## src/rtl/uart_cmd_scheduler.sv

```systemverilog
// Parses 4-byte UART command frames (A5 CMD ARG CHK) and schedules single-shot or
// periodic measurement-start pulses, never starting while the core is busy.
module uart_cmd_scheduler #(
    parameter int CLKS_PER_BIT = 5208,
    parameter int TIMEOUT_BITS = 20,
    parameter int TICK_CLKS    = 50000
) (
    input  logic       clk,
    input  logic       rst,
    input  logic       rx_done,
    input  logic [7:0] rx_data,
    input  logic       meas_busy,
    output logic       meas_start,
    output logic       mode_cont,
    output logic [7:0] period,
    output logic       frame_ok,
    output logic       frame_err,
    output logic [1:0] err_code
);
    localparam int TO_CLKS = TIMEOUT_BITS * CLKS_PER_BIT;
    localparam int GW      = $clog2(TO_CLKS + 1);
    localparam int TW      = $clog2(TICK_CLKS + 1);

    typedef enum logic [2:0] {IDLE, GOT_HDR, GOT_CMD, GOT_ARG, EXEC} state_t;

    state_t          state_q, state_d;
    logic [7:0]      cmd_q, arg_q;
    logic [GW-1:0]   gap_q;
    logic [TW-1:0]   tick_q;
    logic [7:0]      pcnt_q;
    logic            pending_q;

    logic            in_frame, timeout, wrap, expire, issue;
    logic            dec_ok, dec_err, do_single, do_cont, do_stop;
    logic [1:0]      dec_code;

    assign in_frame = (state_q == GOT_HDR) || (state_q == GOT_CMD) || (state_q == GOT_ARG);
    assign timeout  = in_frame && !rx_done && (gap_q == GW'(TO_CLKS - 1));
    assign wrap     = mode_cont && (tick_q == TW'(TICK_CLKS - 1));
    assign expire   = wrap && ((pcnt_q + 8'd1) == period);
    assign issue    = pending_q && !meas_busy;

    // The frame is judged on the CHK byte itself so that the status pulse and the
    // configuration change are visible in the cycle right after the last rx_done.
    always_comb begin
        state_d   = state_q;
        dec_ok    = 1'b0;
        dec_err   = 1'b0;
        dec_code  = 2'd0;
        do_single = 1'b0;
        do_cont   = 1'b0;
        do_stop   = 1'b0;
        case (state_q)
            IDLE:    if (rx_done && rx_data == 8'hA5) state_d = GOT_HDR;
            GOT_HDR: if (rx_done) state_d = GOT_CMD; else if (timeout) state_d = IDLE;
            GOT_CMD: if (rx_done) state_d = GOT_ARG; else if (timeout) state_d = IDLE;
            GOT_ARG: begin
                if (rx_done) begin
                    state_d = EXEC;
                    if ((8'hA5 ^ cmd_q ^ arg_q) != rx_data) begin
                        dec_err  = 1'b1;
                        dec_code = 2'd1;
                    end else begin
                        case (cmd_q)
                            8'h01: begin dec_ok = 1'b1; do_single = 1'b1; end
                            8'h02: begin
                                if (arg_q == 8'd0) begin
                                    dec_err  = 1'b1;
                                    dec_code = 2'd2;
                                end else begin
                                    dec_ok  = 1'b1;
                                    do_cont = 1'b1;
                                end
                            end
                            8'h03: begin dec_ok = 1'b1; do_stop = 1'b1; end
                            default: begin dec_err = 1'b1; dec_code = 2'd2; end
                        endcase
                    end
                end else if (timeout) begin
                    state_d = IDLE;
                end
            end
            EXEC:    state_d = IDLE;
            default: state_d = IDLE;
        endcase
    end

    always_ff @(posedge clk) begin
        if (rst) begin
            state_q    <= IDLE;
            cmd_q      <= 8'd0;
            arg_q      <= 8'd0;
            gap_q      <= '0;
            tick_q     <= '0;
            pcnt_q     <= 8'd0;
            pending_q  <= 1'b0;
            meas_start <= 1'b0;
            mode_cont  <= 1'b0;
            period     <= 8'd0;
            frame_ok   <= 1'b0;
            frame_err  <= 1'b0;
            err_code   <= 2'd0;
        end else begin
            state_q <= state_d;
            if (state_q == GOT_HDR && rx_done) cmd_q <= rx_data;
            if (state_q == GOT_CMD && rx_done) arg_q <= rx_data;

            if (rx_done || !in_frame) gap_q <= '0;
            else                      gap_q <= gap_q + 1'b1;

            frame_ok  <= dec_ok;
            frame_err <= dec_err || timeout;
            if (dec_ok)       err_code <= 2'd0;
            else if (dec_err) err_code <= dec_code;
            else if (timeout) err_code <= 2'd3;

            if (!mode_cont || do_cont || do_stop) begin
                tick_q <= '0;
                pcnt_q <= 8'd0;
            end else if (wrap) begin
                tick_q <= '0;
                pcnt_q <= expire ? 8'd0 : pcnt_q + 8'd1;
            end else begin
                tick_q <= tick_q + 1'b1;
            end

            if (do_cont) begin
                mode_cont <= 1'b1;
                period    <= arg_q;
            end else if (do_stop) begin
                mode_cont <= 1'b0;
            end

            // New requests merge into a single pending flag; a stop overrides all.
            meas_start <= issue;
            if (do_stop)                             pending_q <= 1'b0;
            else if (expire || do_single || do_cont) pending_q <= 1'b1;
            else if (issue)                          pending_q <= 1'b0;
        end
    end
endmodule

```

## config.mk

```make
export PLATFORM = sky130hd
export DESIGN_NAME = uart_cmd_scheduler
export DESIGN_NICKNAME = d
export VERILOG_FILES = /design/src/rtl/uart_cmd_scheduler.sv
export SDC_FILE = /design/constraint.sdc
export NUM_CORES = 1
export LEC_CHECK = 0
export ABC_AREA = 1
export CELL_PAD_IN_SITES_DETAIL_PLACEMENT = 0
export CELL_PAD_IN_SITES_GLOBAL_PLACEMENT = 1
export CORE_UTILIZATION = 42
export DETAILED_ROUTE_END_ITERATION = 10
export GPL_ROUTABILITY_DRIVEN = 0
export PLACE_DENSITY = 0.88
export REMOVE_ABC_BUFFERS = 1
export SYNTH_ARGS = -nofsm -noshare
export SYNTH_HDL_FRONTEND = slang
export SYNTH_SLANG_ARGS = --single-unit
```

## constraint.sdc

```tcl
create_clock -name clk -period 2 [get_ports clk]
set_input_delay 0.2 -clock clk [delete_from_list [all_inputs] [get_ports clk]]
set_output_delay 0.2 -clock clk [all_outputs]
set_load 0.02 [all_outputs]
```

# Yosys cells after proc, flatten, opt, wreduce, memory -nomap -nowiden
# Index checks and enable logic that the tools add are counted.
# totals
reg_bits	75
output_inout_bits	14
word_cells	101
# classes
add_sub_neg	3
n_eq_ne	12
mux	40
n_bitwise	2
reduce_logical	31
# op_table
operator	count
$mux W1	24
$add A17 B1 Y17 const B	1
$eq A17 B17 Y1 const B	1
$add A16 B1 Y16 const B	1
$eq A16 B16 Y1 const B	1
$eq A8 B2 Y1 const B	2
$mux W3	5
$mux W2	6
$pmux W3 S4	1
$reduce_or A2 Y1	5
$add A8 B1 Y8 const B	1
$eq A8 B1 Y1 const B	1
$eq A8 B8 Y1	1
$eq A8 B8 Y1 const B	1
$logic_and A1 B1 Y1	8
$logic_not A8 Y1	1
$logic_or A1 B1 Y1	8
$mux W8	1
$ne A8 B8 Y1	1
$xor A8 B8 Y8	1
$eq A3 B2 Y1 const B	2
$reduce_bool A2 Y1	3
$logic_not A1 Y1	4
$not A4 Y4	1
6 further kinds	7

# Longest topological paths before layout
# logic_depth
ltp_word	9
depth_mapped	13
ltp_nobuf	12

# Worst setup path before layout
# Ideal clock, no wire load.
# synth_path
path_kind	register -> register
startpoint	reg pcnt_q[0]
endpoint	reg pcnt_q[1]
setup_time_ps	114
arrival_ps	1509
path_slack_ps	377
stages_incl_launch_ff	13
n_path_buf	0
path_cell_list	dfxtp_1 > ha_1 > nand2_1 > nor2_1 > nand2_1 > nand2_1 > nand2_1 > nand2_1 > nand2_1 > nor2_1 > nand3_1 > nand3_1 > nand2_1
# synth_between
elab_chain_cells	4
# synth_rtl
item	line	rtl
from (decl)	30	logic [7:0] pcnt_q;
from (signal assigned)	122	pcnt_q <= expire ? 8'd0 : pcnt_q + 8'd1;
$add A8 B1 Y8 *	40, 122	
$eq A8 B8 Y1	40	assign expire = wrap && ((pcnt_q + 8'd1) == period);
$logic_and A1 B1 Y1	40	
$mux W8 *	122	
# Mark *: on every way between the ends. The rest lies on a longest branch, timed or not.
# A chain may end at the register's enable or synchronous reset.

# Final worst setup path
# layout_path
startpoint	reg pcnt_q[1]
endpoint	reg pcnt_q[0]
# layout_between
elab_chain_cells	4
# layout_rtl
item	line
$add A8 B1 Y8	40
$eq A8 B8 Y1	40
$logic_and A1 B1 Y1	40
$mux W8	122
# No other way between the ends.

==> metrics.cfg <==
[timing]
fin_tns_setup_ns = 0
postLayoutSetupSlackWorst_ns = 0.1658
worst_pin_slew_ns = 0.4793
final_max_slew_viol_count = 0
finalSetupViolations = 0
finalClockSkew_ns = 0.008449
period_minus_slack_ns = 1.834
min_period_over_period = 0.9171
rsz0062_at_grt = false
hold_viol = 0
maxSlewHeadroom = 0.6801
clock.fmax_mhz = 545.2

[power]
p_leak_nw = 1.760
p_per_area_nw_per_um2 = 614.5
vdd_drop_max_mv = 0.3933
finalPower_w = 0.002777

[yosys]
synthMostInstantiatedCell = nand2_1
postSynthRegisterBits = 75
netlist_area_um2 = 3824
synth_area_leaders = dfxtp_1, nand2_1, inv_1
ys.flop_type = dfxtp_1
yosys.area.top_type = dfxtp_1
synth.top_cell.area_share = 0.3927
syn_area_per_cell_um2 = 6.650
yosysUniqueCellTypes = 32
ys_top_cells_by_count = nand2_1, inv_1, nor2_1
ys_seq_area_frac = 0.3927
yosysWarningCount = 0
synth_cells = 575
synth_enable_flop_cells = 0
synth-async-reset-ratio = 0

[clock_network]
cts_max_level = 3
cts_resized = 0
cts.clk_slew.worst_paths_ns = 0.08
cts.sinks = 75
ctsHoldBuffers = 0
clk_latency_ns = 0.35
clockBufferDepth = 2
cts-root-buf = clkbuf_8
post-cts-setup-buffer-count = 0
cts_buffers = 9
tritoncts = built

[placed_design]
pre_cts_slack_ns = 0.05185
dp_hpwl_mm = 6.433
io_buffers = 25

[drt]
ant_nets = 0
via_count = 3557
post-route-drc-count = 0
first_iter_violations = 116
routedWlPerCell_um = 11.33
first_pass_iters = 4
wl_mm = 8.282
via_per_inst = 4.866

[floorplanning]
initial_utilization = 0.4363
row_count = 34
dieArea_um2 = 9490
die_w_um = 97.42
fp.coreArea_um2 = 8763
die_h_um = 97.42
num_io_pins = 26

[finish]
n_fill_cell = 900
area_growth_pct = 18.19
final_nets = 633
final-seq-area_um2 = 1501
diodes = 0
multi_input_area_um2 = 1949
drive_above_1_share = 0.08347

[outcome]
status = finished, final reports clean

[critical_path]
worstSetupStartpointType = flip-flop
critPathMostFrequentCell = nand2_1
max_stage_delay_ns = 0.37
crit_type = flip-flop to flip-flop
crit_fanout = 8
crit_path_cell_trace = ha_1, nand2_1, nor2_1, nand2_1, nand2_1, nand2_1, nand2_1, nand2_1, nor2_1, nand3_2, nand3_1, nand2_1
crit_buf_inv = 0
cp.required_ns = 2.24
crit_path_end_kind = flip-flop
critPathTopFamily = simple AND/OR/NAND/NOR gates
cp.arrival_ns = 2.08
cp_slowest_cell = dfxtp_1

[global_route]
grt_util_all_layers = 0.1813
busiest_layer = met2
grt_pass1_vias = 3175
grtUsageMet1 = 0.2359
use_met3 = 0.04748
antenna_found_initial = 0
met2_usage = 0.2975
grt_first_pass_wirelength_mm = 14.03
grt_max_degree = 25
grt_overflow_total = 0

[hold_path]
min_path_type = flip-flop to flip-flop

[run]
max_cap_viol_count = 0

==> final timing paths <==
check / start / slack [ns] / endpoint / depth (start not counted)
worst min register to register: gap_q[0] / 0.45 / gap_q[0] / 1
worst max-delay path: pcnt_q[1] / 0.17 / pcnt_q[0] / 12
worst min-delay path: gap_q[0] / 0.45 / gap_q[0] / 1
worst max register to register: pcnt_q[1] / 0.17 / pcnt_q[0] / 12
==> cell type report <==
| cell class | instances | share of cell area |
|---|---|---|
| clock inverter | 4 | 0.01080 |
| sequential | 75 | 0.3322 |
| clock buffer | 12 | 0.03433 |
| timing repair buffer | 42 | 0.08915 |
| multi-input combinational | 403 | 0.4313 |
| inverter | 87 | 0.07226 |
| tap | 108 | 0.02990 |
==> stage by stage <==
step                      instance area (µm²)  cells  hold slack, ns    util
final                                    4519    731          0.4474  0.5157
after global routing                     4519    731          0.4714  0.5157
after CTS                                4509    731          0.4529  0.5146
after detailed placement                 4305    715          0.4415  0.4913
after global placement                   4305    715          0.4223  0.4913
after floorplan                          3767    565          0.2691       -
==> metal layers <==
metal / share of wire / wire (µm)
met1: 0.50 / 4104
met2: 0.46 / 3775
met3: 0.039 / 325
met4: 0.0093 / 77
met5: 0 / 0
==> state kept, by name, indices dropped and copies added, names as in the netlist <==
| name | flops |
|---|---|
| gap_q | 17 |
| tick_q | 16 |
| arg_q | 8 |
| cmd_q | 8 |
| pcnt_q | 8 |
| period | 8 |
| state_q | 3 |
| err_code | 2 |
| frame_err | 1 |
| frame_ok | 1 |
| meas_start | 1 |
| mode_cont | 1 |
| pending_q | 1 |
==> cell usage in the layout (no fill, tap or decap), types with 9 or more instances in the layout <==
master	Yosys	final
inv_1	84	84
dfxtp_1	75	75
o21ai_0	27	27
buf_4	0	15
clkdlybuf4s50_1	0	25
nand2_1	137	137
a21oi_1	40	40
nand4_1	9	9
xor2_1	16	16
nand3_1	48	47
nor2_1	80	78
clkbuf_8	0	11
==> report_power, final <==
part | switching, W | total [W] | internal [W]
clock | 0.000546 | 0.00119 | 0.000643
combinational | 0.0000492 | 0.0000946 | 0.0000454
sequential | 0.000000696 | 0.00149 | 0.00149
total | 0.000596 | 0.00278 | 0.00218
==> cell families after synthesis <==
kind of cell    synth area share
fa+ha+maj               0.009818
simple gates              0.3534
compound gates            0.1005
flops                     0.3927
xor+xnor                 0.04352
buf+inv                   0.1001
Note: power is estimated with default switching activity, not from simulation.
